<file path="config.mk">
export PLATFORM = sky130hd
export DESIGN_NAME = ram_ctrl
export DESIGN_NICKNAME = d
export VERILOG_FILES = /design/src/rtl/ram_pkg.sv /design/src/rtl/ram_cmd_fifo.sv /design/src/rtl/ram_ctrl.sv
export SDC_FILE = /design/constraint.sdc
export NUM_CORES = 1
export LEC_CHECK = 0
export CAP_MARGIN = 25
export CELL_PAD_IN_SITES_DETAIL_PLACEMENT = 1
export CELL_PAD_IN_SITES_GLOBAL_PLACEMENT = 1
export CORE_MARGIN = 3
export CORE_UTILIZATION = 45
export DETAILED_ROUTE_END_ITERATION = 6
export HOLD_SLACK_MARGIN = 0.1
export PLACE_DENSITY_LB_ADDON = 0.1
export SETUP_SLACK_MARGIN = 0.02
export SLEW_MARGIN = 5
export SYNTH_ARGS = -nofsm -noshare
export SYNTH_HDL_FRONTEND = slang
export SYNTH_SLANG_ARGS = --single-unit
</file>
<file path="constraint.sdc">
create_clock -name clk -period 2.9 [get_ports clk]
set_input_delay 0.58 -clock clk [delete_from_list [all_inputs] [get_ports clk]]
set_output_delay 0.58 -clock clk [all_outputs]
set_load 0.02 [all_outputs]
</file>
<file path="src/rtl/ram_pkg.sv">
// Shared constants and types for the RAM bus controller: operation codes,
// FSM state encoding and the request record carried through the command queue.
package ram_pkg;

    localparam logic RamRead  = 1'b0;
    localparam logic RamWrite = 1'b1;

    // Widest address/data a request record can carry; narrower instances zero-extend.
    localparam int unsigned ReqAddrMax = 32;
    localparam int unsigned ReqDataMax = 64;

    typedef enum logic [2:0] {
        StIdle,
        StSetup,
        StStrobe,
        StHold,
        StResp
    } ram_state_e;

    typedef struct packed {
        logic                  write;
        logic [ReqAddrMax-1:0] addr;
        logic [ReqDataMax-1:0] wdata;
    } ram_req_t;

endpackage

</file>
<file path="src/rtl/ram_cmd_fifo.sv">
// In-order request queue for ram_ctrl. Depth must be a power of two (>= 2);
// pointers carry one wrap bit to tell full from empty.
module ram_cmd_fifo #(
    parameter int unsigned Width = 8,
    parameter int unsigned Depth = 4
) (
    input  logic             clk_i,
    input  logic             rst_ni,
    input  logic             push_i,
    input  logic [Width-1:0] wdata_i,
    input  logic             pop_i,
    output logic [Width-1:0] rdata_o,
    output logic             full_o,
    output logic             empty_o
);

    localparam int unsigned PtrW = (Depth > 1) ? $clog2(Depth) : 1;

    logic [Width-1:0] mem_q [Depth];
    logic [PtrW:0]    wr_ptr_q, wr_ptr_d;
    logic [PtrW:0]    rd_ptr_q, rd_ptr_d;
    logic             push_en, pop_en;

    assign empty_o = (wr_ptr_q == rd_ptr_q);
    assign full_o  = (wr_ptr_q[PtrW] != rd_ptr_q[PtrW]) &&
                     (wr_ptr_q[PtrW-1:0] == rd_ptr_q[PtrW-1:0]);
    assign rdata_o = mem_q[rd_ptr_q[PtrW-1:0]];

    assign push_en = push_i && !full_o;
    assign pop_en  = pop_i && !empty_o;

    always_comb begin
        wr_ptr_d = wr_ptr_q;
        rd_ptr_d = rd_ptr_q;
        if (push_en) wr_ptr_d = wr_ptr_q + (PtrW+1)'(1);
        if (pop_en)  rd_ptr_d = rd_ptr_q + (PtrW+1)'(1);
    end

    always_ff @(posedge clk_i or negedge rst_ni) begin
        if (!rst_ni) begin
            wr_ptr_q <= '0;
            rd_ptr_q <= '0;
        end else begin
            wr_ptr_q <= wr_ptr_d;
            rd_ptr_q <= rd_ptr_d;
        end
    end

    always_ff @(posedge clk_i) begin
        if (push_en) mem_q[wr_ptr_q[PtrW-1:0]] <= wdata_i;
    end

endmodule

</file>
<file path="src/rtl/ram_ctrl.sv">
// Queued request/response front end for an asynchronous select-strobed RAM.
// Each access runs SETUP -> STROBE -> HOLD -> RESP with all bus outputs registered.
module ram_ctrl
    import ram_pkg::*;
#(
    parameter int unsigned word_size   = 20,
    parameter int unsigned word_amount = 30,
    parameter int unsigned fifo_depth  = 4,
    localparam int unsigned AW = (word_amount > 1) ? $clog2(word_amount) : 1
) (
    input  logic                 clk,
    input  logic                 rst_n,
    input  logic                 req_valid,
    output logic                 req_ready,
    input  logic                 req_write,
    input  logic [AW-1:0]        req_addr,
    input  logic [word_size-1:0] req_wdata,
    output logic                 rsp_valid,
    input  logic                 rsp_ready,
    output logic [word_size-1:0] rsp_rdata,
    output logic                 rsp_err,
    output logic [AW-1:0]        mem_address,
    output logic                 mem_select,
    output logic                 mem_operation,
    output logic [word_size-1:0] mem_wdata,
    input  logic [word_size-1:0] mem_rdata,
    output logic                 busy
);

    localparam int unsigned EntryW = 1 + AW + word_size;

    ram_state_e           state_q, state_d;
    logic [EntryW-1:0]    fifo_rdata;
    logic                 fifo_full, fifo_empty, fifo_push, fifo_pop;
    ram_req_t             head;
    logic                 head_oor;
    logic                 unused_head_wdata;
    logic                 ready_q;
    logic [AW-1:0]        mem_address_q;
    logic                 mem_operation_q;
    logic [word_size-1:0] mem_wdata_q;
    logic                 mem_select_q;
    logic [word_size-1:0] rsp_rdata_q;
    logic                 rsp_err_q;

    assign fifo_push = req_valid && req_ready;
    assign fifo_pop  = (state_q == StIdle) && !fifo_empty;

    ram_cmd_fifo #(
        .Width (EntryW),
        .Depth (fifo_depth)
    ) u_cmd_fifo (
        .clk_i   (clk),
        .rst_ni  (rst_n),
        .push_i  (fifo_push),
        .wdata_i ({req_write, req_addr, req_wdata}),
        .pop_i   (fifo_pop),
        .rdata_o (fifo_rdata),
        .full_o  (fifo_full),
        .empty_o (fifo_empty)
    );

    always_comb begin
        head       = '0;
        head.write = fifo_rdata[EntryW-1];
        head.addr  = ReqAddrMax'(fifo_rdata[word_size +: AW]);
        head.wdata = ReqDataMax'(fifo_rdata[word_size-1:0]);
    end

    // Compared at full record width so AW-bit codes past the last word are caught.
    assign head_oor          = (head.addr >= ReqAddrMax'(word_amount));
    assign unused_head_wdata = ^head.wdata;

    always_ff @(posedge clk or negedge rst_n) begin
        if (!rst_n) state_q <= StIdle;
        else        state_q <= state_d;
    end

    always_comb begin
        state_d = state_q;
        unique case (state_q)
            StIdle:   if (!fifo_empty) state_d = head_oor ? StResp : StSetup;
            StSetup:  state_d = StStrobe;
            StStrobe: state_d = StHold;
            StHold:   state_d = StResp;
            StResp:   if (rsp_ready) state_d = StIdle;
            default:  state_d = StIdle;
        endcase
    end

    always_ff @(posedge clk or negedge rst_n) begin
        if (!rst_n) begin
            ready_q         <= 1'b0;
            mem_address_q   <= '0;
            mem_operation_q <= RamRead;
            mem_wdata_q     <= '0;
            mem_select_q    <= 1'b0;
            rsp_rdata_q     <= '0;
            rsp_err_q       <= 1'b0;
        end else begin
            ready_q      <= 1'b1;
            mem_select_q <= (state_d == StStrobe);
            if (fifo_pop) begin
                rsp_rdata_q <= '0;
                rsp_err_q   <= head_oor;
                // Out-of-range requests never touch the bus.
                if (!head_oor) begin
                    mem_address_q   <= head.addr[AW-1:0];
                    mem_operation_q <= head.write;
                    mem_wdata_q     <= head.wdata[word_size-1:0];
                end
            end
            if (state_q == StHold && mem_operation_q == RamRead) rsp_rdata_q <= mem_rdata;
        end
    end

    always_comb begin
        req_ready     = ready_q && !fifo_full;
        rsp_valid     = (state_q == StResp);
        rsp_rdata     = rsp_rdata_q;
        rsp_err       = rsp_err_q;
        mem_address   = mem_address_q;
        mem_select    = mem_select_q;
        mem_operation = mem_operation_q;
        mem_wdata     = mem_wdata_q;
        busy          = (state_q != StIdle) || !fifo_empty;
    end

endmodule

</file>
==> flow_metrics.env, run 1 <==
export IMPL_synth_edf_count=104
export IMPL_clock_fmax_ghz=0.367
export IMPL_setup_tns_ns=0
export IMPL_slew_headroom_pct=47.1
export IMPL_layout_common_cells="edfxtp_1, clkdlybuf4s50_1, dfrtp_1"
export IMPL_area_growth_pct=29.0
export IMPL_fin_ws_ns=0.172
export IMPL_grt_max_degree=35
export IMPL_layout_drive_gt1_share_pct=20.4
export IMPL_startpoint="u_cmd_fifo.wr_ptr_q[1]$_DFFE_PN0P_"
export IMPL_cp_buffers_inverters=1
export IMPL_rsz0062_at_grt="false"
export IMPL_dr_pass1_iters=4
export IMPL_critPathRequiredTime_ns=2.32
export IMPL_cts_root_buf="clkbuf_16"
export IMPL_viasPerCell=5.29
export IMPL_ctsHoldBuffers=0
export IMPL_antenna_left=0
export IMPL_ys_seq_area_share_pct=74.8
export IMPL_avgRoutedWirePerCell_um=20.7
export IMPL_stdcell_count=594
export IMPL_outcome="completed"
export IMPL_finalHoldViolCount=0
export IMPL_hold_path_class="primary input to async pin"
export IMPL_avgSynthCellArea_um2=20.7
export IMPL_synth_ff_type="edfxtp_1"
export IMPL_period_share_pct=94.1
export IMPL_via_count=3140
export IMPL_dp_final_hpwl_mm=7.40
export IMPL_start_util_pct=47.3
export IMPL_die_w_um=123
export IMPL_multi_input_area_mm2=0.00147
export IMPL_clk_path_buf_depth=2
export IMPL_leakagePower_nw=2.96
export IMPL_slowest_delay_ns=0.59
export IMPL_path_clk_slew_ns=0.06
export IMPL_syn_num_nets=350
export IMPL_grt_pass1_vias=3470
export IMPL_r2r_end="mem_wdata[11]$_DFFE_PN0P_"
export IMPL_tightest_slew_ns=0.793
export IMPL_ys_async_sr_fraction_pct=35.8
export IMPL_seq_area_mm2=0.00458
export IMPL_fillers=1121
export IMPL_ir_drop_mv=0.467
export IMPL_startpoint_type="flop"
export IMPL_cts_tree="yes"
export IMPL_worst_setup_path_type="flop to output port"
export IMPL_final_common_cell="edfxtp_1"
export IMPL_setup_viol=0
export IMPL_power_density_mw_per_mm2=1120
export IMPL_core_rowCount=41
export IMPL_overflow=0
export IMPL_numCtsBuffers=17
export IMPL_portBuffers=100
export IMPL_dp_cells=562
export IMPL_antenna_cells=0
export IMPL_crit_fanout=6
export IMPL_slowest_stage="clkdlybuf4s50_1"
export IMPL_gp_congestion=0.753
export IMPL_globalRouteTotalUtil_pct=17.8
export IMPL_drtIter0Drc=106
export IMPL_holdWs_ns=0.240
export IMPL_rrSetupSlack_ns=0.56
export IMPL_crit_family="buffers and inverters"
export IMPL_wl_mm=12.3
export IMPL_end_kind="output port"
export IMPL_nets=464
export IMPL_finalCriticalPeriod_ns=2.73
export IMPL_io_pins=101
export IMPL_worstReg2RegStart="u_cmd_fifo.rd_ptr_q[0]$_DFFE_PN0P_"
export IMPL_reg2reg_depth=5
export IMPL_antenna_found_initial=1
export IMPL_final_max_slew_viol_count=0
export IMPL_route_detailed_drc=0
export IMPL_ys_types=34
export IMPL_clk_latency_ns=0.42
export IMPL_grt_pass1_wl_mm=19.3
export IMPL_die_height_um=123
export IMPL_synthCells=295
export IMPL_skew_ns=0.00780
export IMPL_place_ws_ns=0.559
export IMPL_final_core_util_pct=61.0
export IMPL_h_tree_depth=4
export IMPL_coreArea_mm2=0.0129
export IMPL_max_cap_viol_count=0
export IMPL_crit_arrival_ns=2.15
export IMPL_synthesis_area_mm2=0.00612
export IMPL_clock_sinks=162
export IMPL_crit_chain="xnor2_1 -> a31oi_2 -> clkdlybuf4s50_1"
export IMPL_ys_ff_latch=162
export IMPL_die_area_mm2=0.0150
export IMPL_yosysWarnings=0
## final cells by class
type	instances	share of cell area, %
clock buffers	29	6.88
flip-flops and latches	162	58.0
multi-input cells	115	18.6
repair buffers	107	13.3
clock inverters	3	0.190
inverters	6	0.285
well taps	172	2.73
## metrics by stage
stage,cell area (um^2),power [W]
6_report,7890,0.00880
2_1_floorplan,6120,0.00564
5_1_grt,7890,0.00927
3_5_place_dp,7320,0.00675
4_1_cts,7880,0.00891
3_3_place_gp,7310,0.00628
## kinds of logic (layout without fill, tap and decap cells)
family	count (synthesis)	in the layout	synth area share [%]
XOR/XNOR	8	8	1.15
other	1	1	0.0613
adder cells (fa/ha/maj)	5	5	1.02
AO/OA/AOI/OAI	28	28	4.03
buffers and inverters	18	145	1.57
multiplexers	52	52	15.3
AND/OR/NAND/NOR	21	21	2.05
flip-flops	162	162	74.8
## routing by layer
layer / wire [um] / track usage, %
met4: 218 / 8.12
met3: 811 / 5.71
met2: 6020 / 28.3
met1: 5240 / 22.3
met5: 11 / 0
## worst max path at each step
stage | endpoint | slack (ns) | cells past startpoint
floorplan | u_cmd_fifo.mem_q[3][0]$_DFFE_PP_ | 0.36 | 4
global placement | rsp_rdata[3]$_DFFE_PN0P_ | 0.50 | 4
detailed placement | mem_wdata[11]$_DFFE_PN0P_ | 0.56 | 5
CTS | req_ready | 0.10 | 3
global route | req_ready | 0.03 | 3
finish | req_ready | 0.17 | 3
## where the power goes
| part | total (W) | switching (W) | internal [W] |
|---|---|---|---|
| Sequential | 0.00337 | 0.000314 | 0.00306 |
| Combinational | 0.00334 | 0.00163 | 0.00171 |
| Clock | 0.00208 | 0.000821 | 0.00126 |
| Total | 0.00880 | 0.00276 | 0.00603 |
## timing repair
action                                  CTS  global route
endpoints found under the setup margin    0             1
endpoints found under the hold margin     0             0
gates resized for setup                   0             2
buffers inserted                          0             0
## sequential cells by signal, summed over array words and instances (netlist names)
signal,flops
mem_operation,1
state_q,3
ready_q,1
mem_address,5
rsp_err,1
mem_wdata,20
u_cmd_fifo.rd_ptr_q,3
mem_select,1
u_cmd_fifo.mem_q,104
rsp_rdata,20
u_cmd_fifo.wr_ptr_q,3
## cells in the mapped netlist (2+ instances only)
cell type	instances	area share [%]
inv_1	6	0.37
and3_1	4	0.41
mux2_4	16	3.9
xor2_1	3	0.43
nand2b_1	2	0.20
nor2_1	3	0.18
edfxtp_1	104	51
clkbuf_1	4	0.25
mux2_1	9	1.7
xnor2_1	5	0.72
buf_6	3	0.55
a22o_1	20	2.9
dfrtp_1	58	24
nand2_1	4	0.25
ha_1	5	1.0
buf_2	5	0.41
a2bb2oi_1	2	0.29
mux4_2	26	9.6
(Power assumes the default switching activity.)
==> run 2, diff against run 1 <==
Settings changed: CORE_MARGIN 3 to 4.
==> flow_metrics.env, run 2 (synthesis gave the netlist of run 1 again) <==
export IMPL_area_growth_pct=31.1
export IMPL_dp_final_hpwl_mm=7.72
export IMPL_grt_pass1_wl_mm=19.3
export IMPL_route_detailed_drc=0
export IMPL_ir_drop_mv=0.490
export IMPL_cts_root_buf="clkbuf_16"
export IMPL_antenna_found_initial=0
export IMPL_grt_max_degree=59
export IMPL_final_max_slew_viol_count=0
export IMPL_core_rowCount=42
export IMPL_reg2reg_depth=5
export IMPL_holdWs_ns=0.181
export IMPL_globalRouteTotalUtil_pct=16.4
export IMPL_fillers=1148
export IMPL_outcome="completed"
export IMPL_stdcell_count=602
export IMPL_die_area_mm2=0.0155
export IMPL_antenna_cells=0
export IMPL_period_share_pct=92.2
export IMPL_coreArea_mm2=0.0133
export IMPL_leakagePower_nw=3.00
export IMPL_post_cts_buffers=0
export IMPL_largest_reg_flops=104
export IMPL_io_pins=101
export IMPL_grt_busiest_layer="met2"
export IMPL_seq_area_mm2=0.00458
export IMPL_setup_tns_ns=0
export IMPL_avgRoutedWirePerCell_um=19.8
export IMPL_nets=468
export IMPL_die_w_um=125
export IMPL_dr_pass1_iters=4
export IMPL_startpoint_type="flop"
export IMPL_clk_latency_ns=0.41
export IMPL_max_cap_viol_count=0
export IMPL_layout_drive_gt1_share_pct=21.1
export IMPL_crit_arrival_ns=2.10
export IMPL_viasPerCell=5.22
export IMPL_gr_usage_met2_pct=26.3
export IMPL_crit_fanout=6
export IMPL_antenna_left=0
export IMPL_start_util_pct=46.0
export IMPL_final_common_cell="edfxtp_1"
export IMPL_met1_usage_pct=21.2
export IMPL_finalHoldViolCount=0
export IMPL_die_height_um=125
export IMPL_worst_setup_path_type="flop to output port"
export IMPL_wl_mm=11.9
export IMPL_rsz0062_at_grt="false"
export IMPL_slew_headroom_pct=63.1
export IMPL_tightest_slew_ns=0.551
export IMPL_final_core_util_pct=60.3
export IMPL_portBuffers=100
export IMPL_end_kind="output port"
export IMPL_skew_ns=0.00585
export IMPL_multi_input_area_mm2=0.00145
export IMPL_met3_usage_pct=4.67
export IMPL_h_tree_depth=4
export IMPL_power_density_mw_per_mm2=1120
export IMPL_gp_congestion=0.684
export IMPL_numCtsBuffers=17
export IMPL_overflow=0
export IMPL_drtIter0Drc=151
export IMPL_path_clk_slew_ns=0.06
export IMPL_hold_path_class="primary input to async pin"
export IMPL_clk_path_buf_depth=2
export IMPL_cts_resized=0
export IMPL_dp_cells=570
export IMPL_clock_sinks=162
export IMPL_finalCriticalPeriod_ns=2.68
export IMPL_via_count=3144
export IMPL_layout_common_cells="edfxtp_1, clkdlybuf4s50_1, dfrtp_1"
export IMPL_ctsHoldBuffers=0
export IMPL_cts_tree="yes"
export IMPL_setup_viol=0
export IMPL_grt_pass1_vias=3467
export IMPL_clock_fmax_ghz=0.374
export IMPL_critPathRequiredTime_ns=2.32
==> run 2: cell types whose count changed in the layout (fill, tap and decap cells not counted), moves of 2 or more <==
cell	previous run	this run
clkbuf_1	7	5
clkbuf_16	19	17
clkinv_2	3	0
clkinv_4	0	3
bufinv_16	0	3
buf_12	0	5
clkinvlp_4	0	2
==> run 2: final cells by class <==
| class | instances | area share, % |
|---|---|---|
| Sequential cell | 162 | 57.1 |
| Multi-Input combinational cell | 115 | 18.1 |
| Timing Repair Buffer | 111 | 14.3 |
| Clock buffer | 24 | 5.88 |
| Tap cell | 176 | 2.75 |
| Clock inverter | 8 | 1.64 |
| Inverter | 6 | 0.281 |
==> run 2: routing by layer <==
metal,wire length [um],share of wire (%)
met2,5850,49
met4,230,1.9
met3,527,4.4
met5,0,0
met1,5320,45
==> run 2: path summary, 6_finish.rpt <==
kind / start / endpoint / slack [ns]
max in group asynchronous: rst_n / u_cmd_fifo.rd_ptr_q[0]$_DFFE_PN0P_ / 2.45
worst max register to register: u_cmd_fifo.rd_ptr_q[0]$_DFFE_PN0P_ / mem_wdata[12]$_DFFE_PN0P_ / 0.66
worst max-delay path: u_cmd_fifo.wr_ptr_q[0]$_DFFE_PN0P_ / req_ready / 0.22
worst min-delay path: rst_n / rsp_rdata[5]$_DFFE_PN0P_ / 0.18
min in group clk: mem_wdata[8]$_DFFE_PN0P_ / mem_wdata[8]$_DFFE_PN0P_ / 0.49
worst min register to register: mem_wdata[8]$_DFFE_PN0P_ / mem_wdata[8]$_DFFE_PN0P_ / 0.49
==> run 2: through the flow <==
| stage | setup WS [ns] | area, um^2 | power (W) |
|---|---|---|---|
| after floorplan | 0.355 | 6120 | 0.00564 |
| after global placement | 0.551 | 7400 | 0.00637 |
| after detailed placement | 0.578 | 7410 | 0.00683 |
| after CTS | 0.187 | 8020 | 0.00910 |
| after global routing | 0.0753 | 8020 | 0.00943 |
| final | 0.225 | 8020 | 0.00895 |
==> run 2: report_power, final <==
group | internal, W | switching, W | leakage [nW]
logic | 0.00174 | 0.00161 | 1.05
registers | 0.00305 | 0.000300 | 1.66
clock network | 0.00140 | 0.000836 | 0.285
total | 0.00620 | 0.00275 | 3.00
==> run 2: critical path: stages, from the launching register on <==
cell,delay (ns)
dfrtp_1,0.43
xnor2_1,0.40
a31oi_1,0.15
buf_4,0.18
clkdlybuf4s50_1,0.53
==> run 3, diff against run 2 <==
Settings changed: CORE_UTILIZATION 45 to 41, GPL_ROUTABILITY_DRIVEN set to 0, SLEW_MARGIN 5 to 15.
Clock period 2.9 ns to 2.1 ns, I/O delays scaled along.
==> flow_metrics.env, run 3 (synthesis gave the netlist of run 1 again) <==
export IMPL_h_tree_depth=4
export IMPL_layout_common_cells="edfxtp_1, clkdlybuf4s50_1, dfrtp_1"
export IMPL_pwr_share_seq_pct=35.2
export IMPL_wl_mm=13.0
export IMPL_route_detailed_drc=0
export IMPL_p_sw_share_pct=30.8
export IMPL_outcome="completed"
export IMPL_antenna_found_initial=0
export IMPL_multi_input_area_mm2=0.00149
export IMPL_gr_usage_met2_pct=27.0
export IMPL_fillers=1266
export IMPL_die_height_um=130
export IMPL_clock_fmax_ghz=0.499
export IMPL_place_ws_ns=0.0553
export IMPL_leakagePower_nw=3.18
export IMPL_worst_setup_path_type="flop to output port"
export IMPL_cts_root_buf="clkbuf_16"
export IMPL_numCtsBuffers=17
export IMPL_holdWs_ns=0.368
export IMPL_end_kind="output port"
export IMPL_die_w_um=130
export IMPL_setup_viol=0
export IMPL_antenna_left=0
export IMPL_startpoint_type="flop"
export IMPL_met3_usage_pct=4.30
export IMPL_setup_tns_ns=0
export IMPL_combPwrFrac_pct=39.8
export IMPL_drtIter0Drc=133
export IMPL_rsz0062_at_grt="false"
export IMPL_hold_path_class="primary input to async pin"
export IMPL_skew_ns=0.00598
export IMPL_coreArea_mm2=0.0146
export IMPL_globalRouteTotalUtil_pct=16.6
export IMPL_grt_busiest_layer="met2"
export IMPL_internal_power_w=0.00919
export IMPL_seq_area_mm2=0.00458
export IMPL_dr_pass1_iters=5
export IMPL_nets=490
export IMPL_io_pins=101
export IMPL_power_switching_w=0.00408
export IMPL_clk_path_buf_depth=2
export IMPL_die_area_mm2=0.0169
export IMPL_crit_arrival_ns=1.58
export IMPL_clockPowerShare_pct=25.0
export IMPL_met1_usage_pct=21.4
export IMPL_start_util_pct=41.9
export IMPL_cts_tree="yes"
export IMPL_critPathRequiredTime_ns=1.68
export IMPL_grt_pass1_wl_mm=20.7
export IMPL_final_max_slew_viol_count=0
export IMPL_final_common_cell="edfxtp_1"
export IMPL_crit_fanout=3
export IMPL_viasPerCell=5.16
export IMPL_antenna_cells=0
export IMPL_power_density_mw_per_mm2=1600
export IMPL_period_share_pct=95.3
export IMPL_avgRoutedWirePerCell_um=20.5
export IMPL_fin_ws_ns=0.0979
export IMPL_grt_pass1_vias=3613
export IMPL_layout_drive_gt1_share_pct=27.0
export IMPL_finalHoldViolCount=0
export IMPL_max_cap_viol_count=0
export IMPL_clk_latency_ns=0.42
export IMPL_via_count=3258
export IMPL_area_growth_pct=35.9
export IMPL_core_rowCount=44
export IMPL_dp_final_hpwl_mm=8.64
export IMPL_ir_drop_mv=0.647
export IMPL_finalCriticalPeriod_ns=2.00
export IMPL_portBuffers=100
export IMPL_clock_sinks=162
export IMPL_largest_reg_flops=104
export IMPL_path_clk_slew_ns=0.06
export IMPL_overflow=0
export IMPL_grt_max_degree=38
## run 3: cell types whose count changed in the layout (fill, tap and decap cells not counted), sizes merged
cell | before | now
buf | 12 | 35
clkbuf | 24 | 18
clkdlybuf4s50 | 99 | 96
clkinv | 3 | 6
bufinv | 3 | 5
dlygate4sd2 | 0 | 1
dlygate4sd3 | 0 | 1
inv | 6 | 7
## run 3: area by class of cell
cell class / instances / area share, %
clock inverter: 14 / 2.53
sequential: 162 / 55.0
timing repair buffer: 133 / 16.4
tap: 184 / 2.77
inverter: 6 / 0.271
multi-input combinational: 115 / 17.9
clock buffer: 18 / 5.16
## run 3: layer usage
layer / wire [um] / vias up
li1: - / 1456
met3: 817 / 15
met5: 0 / -
met2: 6590 / 100
met4: 155 / 0
met1: 5400 / 1687
## run 3: critical path: stages (launching register included)
cell     delay [ns]
dfrtp_2        0.45
xnor2_2        0.16
buf_4          0.14
a31oi_2        0.23
buf_4          0.19
## run 3: worst paths after layout
check / startpoint / to / slack [ns] / depth (start not counted)
min reg2reg: rsp_err$_DFFE_PN0P_ / rsp_err$_DFFE_PN0P_ / 0.49 / 1
max in group asynchronous: rst_n / u_cmd_fifo.rd_ptr_q[0]$_DFFE_PN0P_ / 1.24 / 3
min in group clk: rsp_err$_DFFE_PN0P_ / rsp_err$_DFFE_PN0P_ / 0.49 / 1
max reg2reg: u_cmd_fifo.rd_ptr_q[0]$_DFFE_PN0P_ / mem_wdata[6]$_DFFE_PN0P_ / 0.1 / 6
min: rst_n / rsp_rdata[9]$_DFFE_PN0P_ / 0.37 / 2
max: u_cmd_fifo.rd_ptr_q[0]$_DFFE_PN0P_ / req_ready / 0.1 / 4
## run 3: power by group through the flow
stage | Clock (W) | Combinational (W) | Sequential, W
after floorplan | 0 | 0.00256 | 0.00523
after global placement | 0 | 0.00519 | 0.00467
after detailed placement | 0 | 0.00528 | 0.00472
after CTS | 0.00340 | 0.00533 | 0.00468
after global routing | 0.00356 | 0.00569 | 0.00476
final | 0.00331 | 0.00529 | 0.00467
## run 3: through the flow
stage / utilization, % / cell area, um^2 / power (W) / instances
final: 57.0 / 8320 / 0.0133 / 632
after global routing: 57.0 / 8320 / 0.0140 / 632
after CTS: 56.8 / 8290 / 0.0134 / 631
after detailed placement: 52.4 / 7640 / 0.0100 / 598
after global placement: 52.3 / 7630 / 0.00986 / 597
after floorplan: - / 6130 / 0.00780 / 295
## run 3: repair_timing
action | CTS | global route
hold buffers | 1 | 0
setup buffers | 0 | 1
hold endpoints to repair | 31 | 0
gates resized for setup | 9 | 5
pin swaps | 0 | 1
endpoints found under the setup margin | 3 | 10
